`src/rtl/input_conditioner.sv`:
```
// input_conditioner: synchronizes and debounces buttons and switches, emitting clean levels and one-cycle event pulses.
module input_conditioner #(
  parameter int STABLE = 8,
  parameter int CNT_W  = 4
) (
  input  logic       CLK50MHZ,
  input  logic       RST,
  input  logic       BTN_WEST,
  input  logic       BTN_EAST,
  input  logic [3:0] SW,
  output logic       west_level,
  output logic       east_level,
  output logic       west_press,
  output logic       east_press,
  output logic [3:0] sw_level,
  output logic       sw_change
);
  localparam logic [CNT_W-1:0] LAST = CNT_W'(STABLE - 1);
  logic [5:0]       w_raw;
  logic [5:0]       w_fire;
  logic [5:0]       r_sync1;
  logic [5:0]       r_sync2;
  logic [5:0]       r_db;
  logic [CNT_W-1:0] r_cnt [6];
  logic             r_west_press;
  logic             r_east_press;
  logic             r_sw_change;
  assign w_raw = {SW, BTN_EAST, BTN_WEST};
  // a channel fires on the edge where its mismatch has persisted STABLE cycles
  always_comb begin
    w_fire = '0;
    for (int i = 0; i < 6; i++) w_fire[i] = (r_sync2[i] != r_db[i]) && (r_cnt[i] == LAST);
  end
  always_ff @(posedge CLK50MHZ or negedge RST) begin
    if (!RST) begin
      r_sync1      <= '0;
      r_sync2      <= '0;
      r_db         <= '0;
      r_west_press <= 1'b0;
      r_east_press <= 1'b0;
      r_sw_change  <= 1'b0;
      for (int i = 0; i < 6; i++) r_cnt[i] <= '0;
    end else begin
      r_sync1      <= w_raw;
      r_sync2      <= r_sync1;
      r_db         <= r_db ^ w_fire;
      r_west_press <= w_fire[0] & r_sync2[0];
      r_east_press <= w_fire[1] & r_sync2[1];
      r_sw_change  <= |w_fire[5:2];
      for (int i = 0; i < 6; i++)
        r_cnt[i] <= (r_sync2[i] == r_db[i] || w_fire[i]) ? '0 : r_cnt[i] + CNT_W'(1);
    end
  end
  assign west_level = r_db[0];
  assign east_level = r_db[1];
  assign sw_level   = r_db[5:2];
  assign west_press = r_west_press;
  assign east_press = r_east_press;
  assign sw_change  = r_sw_change;
endmodule

```
`config.mk`:
```
export PLATFORM = sky130hd
export DESIGN_NAME = input_conditioner
export DESIGN_NICKNAME = d
export VERILOG_FILES = /design/src/rtl/input_conditioner.sv
export SDC_FILE = /design/constraint.sdc
export NUM_CORES = 1
export LEC_CHECK = 0
export ABC_AREA = 1
export CAP_MARGIN = 10
export CORE_MARGIN = 2
export CORE_UTILIZATION = 34
export DETAILED_ROUTE_END_ITERATION = 10
export GPL_ROUTABILITY_DRIVEN = 0
export GPL_TIMING_DRIVEN = 0
export PLACE_DENSITY_LB_ADDON = 0.12
export SLEW_MARGIN = 15
export SYNTH_ARGS = -nofsm -noshare
export SYNTH_HDL_FRONTEND = slang
export SYNTH_SLANG_ARGS = --single-unit
```
`constraint.sdc`:
```
create_clock -name CLK50MHZ -period 1.55 [get_ports CLK50MHZ]
set_clock_uncertainty 0.15 [all_clocks]
set_input_delay 0.2325 -clock CLK50MHZ [delete_from_list [all_inputs] [get_ports CLK50MHZ]]
set_output_delay 0.2325 -clock CLK50MHZ [all_outputs]
set_load 0.02 [all_outputs]
```
==> parameters.txt <==
Parameter                              Value

Outcome
  Run status ... finished clean

Synth
  Sequential element share of the synthesized area ... between 60% and 70%
  Mapped Nets ... 196
  Flop and latch count out of synthesis ... 45
  Cell area after technology mapping ... around 0.0018 mm^2
  Largest family of logic cells by synthesized area ... simple AND/OR/NAND/NOR gates
  Distinct cell type count of the synthesized netlist ... 13
  Multiplexer share of the synthesized area ... 0%
  Synthesized-area fraction occupied by ao, oa, aoi and oai cells ... under 10%
  Post-synthesis simple-gate area fraction ... 22.8%
  Synthesized instance count ... about 180
  Share of the synthesized netlist area taken by xor and xnor gates ... under 10%
  Count of warnings emitted by yosys ... 0
  Post-Syn Area per Cell ... about 10 um^2
  Adder and majority gate portion of the synthesized area ... approximately 4.1%

STA
  Worst-margin pin slew ... approximately 0.54 ns
  Max-slew headroom at the worst pin ... between 60% and 70%
  Hold violation total from the final report ... 0
  Worst hold slack ... between 0.2 and 0.25 ns
  Final setup fails ... 0
  Final cycle utilization of the critical path ... 91.8%
  Achievable frequency ... ~700 MHz
  Post-route minimum period ... 1.42 ns
  Total negative slack for setup checks ... 0 ns
  Unrepaired setup endpoints after global routing ... false
  Max-slew violations ... 0

Drt
  Routed vias/inst ... 4.19
  First DRT Iteration DRCs ... 24
  Routed wirelength normalized by instance count ... roughly 9.6 um
  First drt pass iteration count ... 4
  Number of vias in the routed layout ... around 1200
  Number of nets still failing antenna checks after routing ... 0
  Final routed wirelength across all metal layers ... 2670 um
  Post-detailed-route DRC marker count ... 0

Layout
  Most frequent standard cell in the layout excluding fill and tap cells ... sky130_fd_sc_hd__dfrtp_1
  Fill cell instance count of the final layout ... 504
  Diode insertion count for antenna repair ... 0
  Net count reported at finish ... about 220
  Share of layout cells above drive strength 1 ... 13.0%
  Post-layout instance count excluding filler cells ... roughly 280
  Highest-count cells in the layout ignoring fill and taps ... 45 x sky130_fd_sc_hd__dfrtp_1, 34 x sky130_fd_sc_hd__inv_1, 32 x sky130_fd_sc_hd__nand2_1, 26 x sky130_fd_sc_hd__nor2_1, 9 x sky130_fd_sc_hd__dlygate4sd2_1
  Synth-to-layout area growth ... 21.3%

Min path
  Hold path startpoint ... r_sync1[1]$_DFF_PN0_
  Hold Crit Depth ... 0
  Worst hold path type ... register to register

Power
  Share of power burned in registers ... between 40% and 50%
  Pleak ... 1.17 nW
  Worst vdd ir ... between 0.0006 and 0.0007 V
  Combinational share of power ... approximately 22%
  Power dissipated by switching net loads ... ~0.00096 W
  Portion of total power attributed to the clock network ... approximately 29%
  Internal power summed over all cells ... 0.00220 W
  Switching Fraction ... slightly above 30%
  Power per cell area ... 1430 mW/mm^2

Placed design
  Placed instance count ... 269
  Post-detail-place hpwl ... ~2000 um
  Port buffer count ... 16

Global route
  GRT Residual Overflow ... 0
  Global Route Usage Sum ... 10.3%
  Most Crowded Layer GR ... met2
  Met1 global-route usage ... 11.1%
  Global Route met2 Usage ... 17.0%
  Met3 usage in global routing ... 4.82%
  Maximum number of pins on one net before global-route repair ... 25
  Wire length of the first global-routing pass ... ~4800 um
  Antenna violations before repair ... 0
  Vias in the first global route ... between 1000 and 1500

Clocking
  Register clock-pin slew on the reported worst setup and hold paths ... about 0.08 ns
  Clock buffers created by TritonCTS ... 5
  Clock insertion delay at the later pin of the skew report ... 0.30 ns
  Total number of H-tree levels ... 2
  Sink count of the clock tree ... 45
  Clock Tree Buf Depth ... 2
  CTS tree ... built
  Root buffer selected by CTS ... sky130_fd_sc_hd__clkbuf_8

Job
  Max-cap violations ... 0

Die
  Chip height ... between 70 and 80 um
  # rows ... 26
  Starting density of the core ... between 30% and 40%
  Die Outline Area ... ~0.006 mm^2
  Placeable core region ... 0.00514 mm^2
  Width of the chip ... ~77 um
  Total I/O pin count ... 17

Setup path
  Kind of cell adding the most delay to the critical path ... flip-flops
  Cell depth of the worst setup path ... 1
  Max Fanout on Critical Path ... 4
  Worst stage delay on the critical path ... around 0.41 ns
  Data required time of the worst path ... ~1.2 ns
  Number of cells on the worst reg-to-reg path ... 4
  Kind of start point of the critical path ... register
  Combined buffer and inverter count along the critical path ... 1
  Critical path endpoint category ... output pin
  Crit path max-delay cell type ... sky130_fd_sc_hd__dfrtp_1
  Arr. time, crit path ... approximately 1.0 ns
  Class of the most critical setup path ... register to output pin
  Cell breakdown of the critical path ... dlygate4sd2_1
  Launching point of the worst reg2reg path ... r_cnt[16]$_DFF_PN0_
==> logic make-up (layout without fill, tap and decap cells) <==
family / count (synthesis) / after routing
XOR/XNOR: 6 / 6
AND/OR/NAND/NOR: 85 / 85
adder cells (fa/ha/maj): 6 / 6
buffers and inverters: 34 / 60
AO/OA/AOI/OAI: 6 / 6
flip-flops: 45 / 45
==> power groups by stage <==
stage	Combinational, W	Clock [W]	Sequential (W)
finish	0.000679	0.000909	0.00157
global placement	0.000695	0	0.00159
detailed placement	0.000731	0	0.00160
floorplan	0.000417	0	0.00164
CTS	0.000697	0.000945	0.00158
global route	0.000793	0.000997	0.00162
==> Yosys cell counts, drive strengths merged <==
cell / instances / share of area, %
nor2: 30 / 7.8
xor2: 6 / 2.9
dfrtp: 45 / 62
o21ai: 6 / 1.6
nand3: 10 / 3.3
inv: 34 / 7.0
nand2: 39 / 9.0
nor3: 6 / 2.7
ha: 6 / 4.1
==> layout make-up <==
type / instances / area, um^2 / area share (%)
Clock inverter: 2 / 37.5 / 1.69
Timing Repair Buffer: 18 / 181 / 8.18
Tap cell: 70 / 87.6 / 3.95
Clock buffer: 6 / 82.6 / 3.72
Inverter: 34 / 128 / 5.76
Sequential cell: 45 / 1130 / 50.8
Multi-Input combinational cell: 103 / 574 / 25.9
==> worst paths after layout <==
check / endpoint / slack, ns
max reg2reg: r_cnt[18]$_DFF_PN0_ / 0.29
min: r_sync2[1]$_DFF_PN0_ / 0.21
max: east_level / 0.13
min reg2reg: r_sync2[1]$_DFF_PN0_ / 0.21
min in group asynchronous: asynchronous set/reset pin / 0.30
max in group asynchronous: r_cnt[14]$_DFF_PN0_ / 0.46
==> metal layers <==
metal | vias to the layer above | part of all wire, %
li1 | 598 | -
met1 | 543 | 44
met2 | 20 | 49
met3 | 4 | 6.1
met4 | 0 | 1.3
met5 | - | 0
==> metrics by stage <==
| step | instance area [um^2] | util, % | worst slack [ns] | power [W] |
|---|---|---|---|---|
| finish | 2220 | 43.1 | 0.127 | 0.00316 |
| global route | 2220 | 43.1 | 0.0538 | 0.00341 |
| CTS | 2220 | 43.1 | 0.102 | 0.00322 |
| detailed placement | 2100 | 40.8 | 0.180 | 0.00233 |
| global placement | 2080 | 40.4 | -1.11 | 0.00229 |
| floorplan | 1830 | - | 0.382 | 0.00206 |
==> timing repair <==
item                                   4_1_cts  5_1_grt
hold buffers                                 1        0
setup endpoints to repair                    9        0
buffers inserted                             0        0
endpoints found under the hold margin       21        0
resized for setup                            9        0
Power figures use the tool's default switching activity.
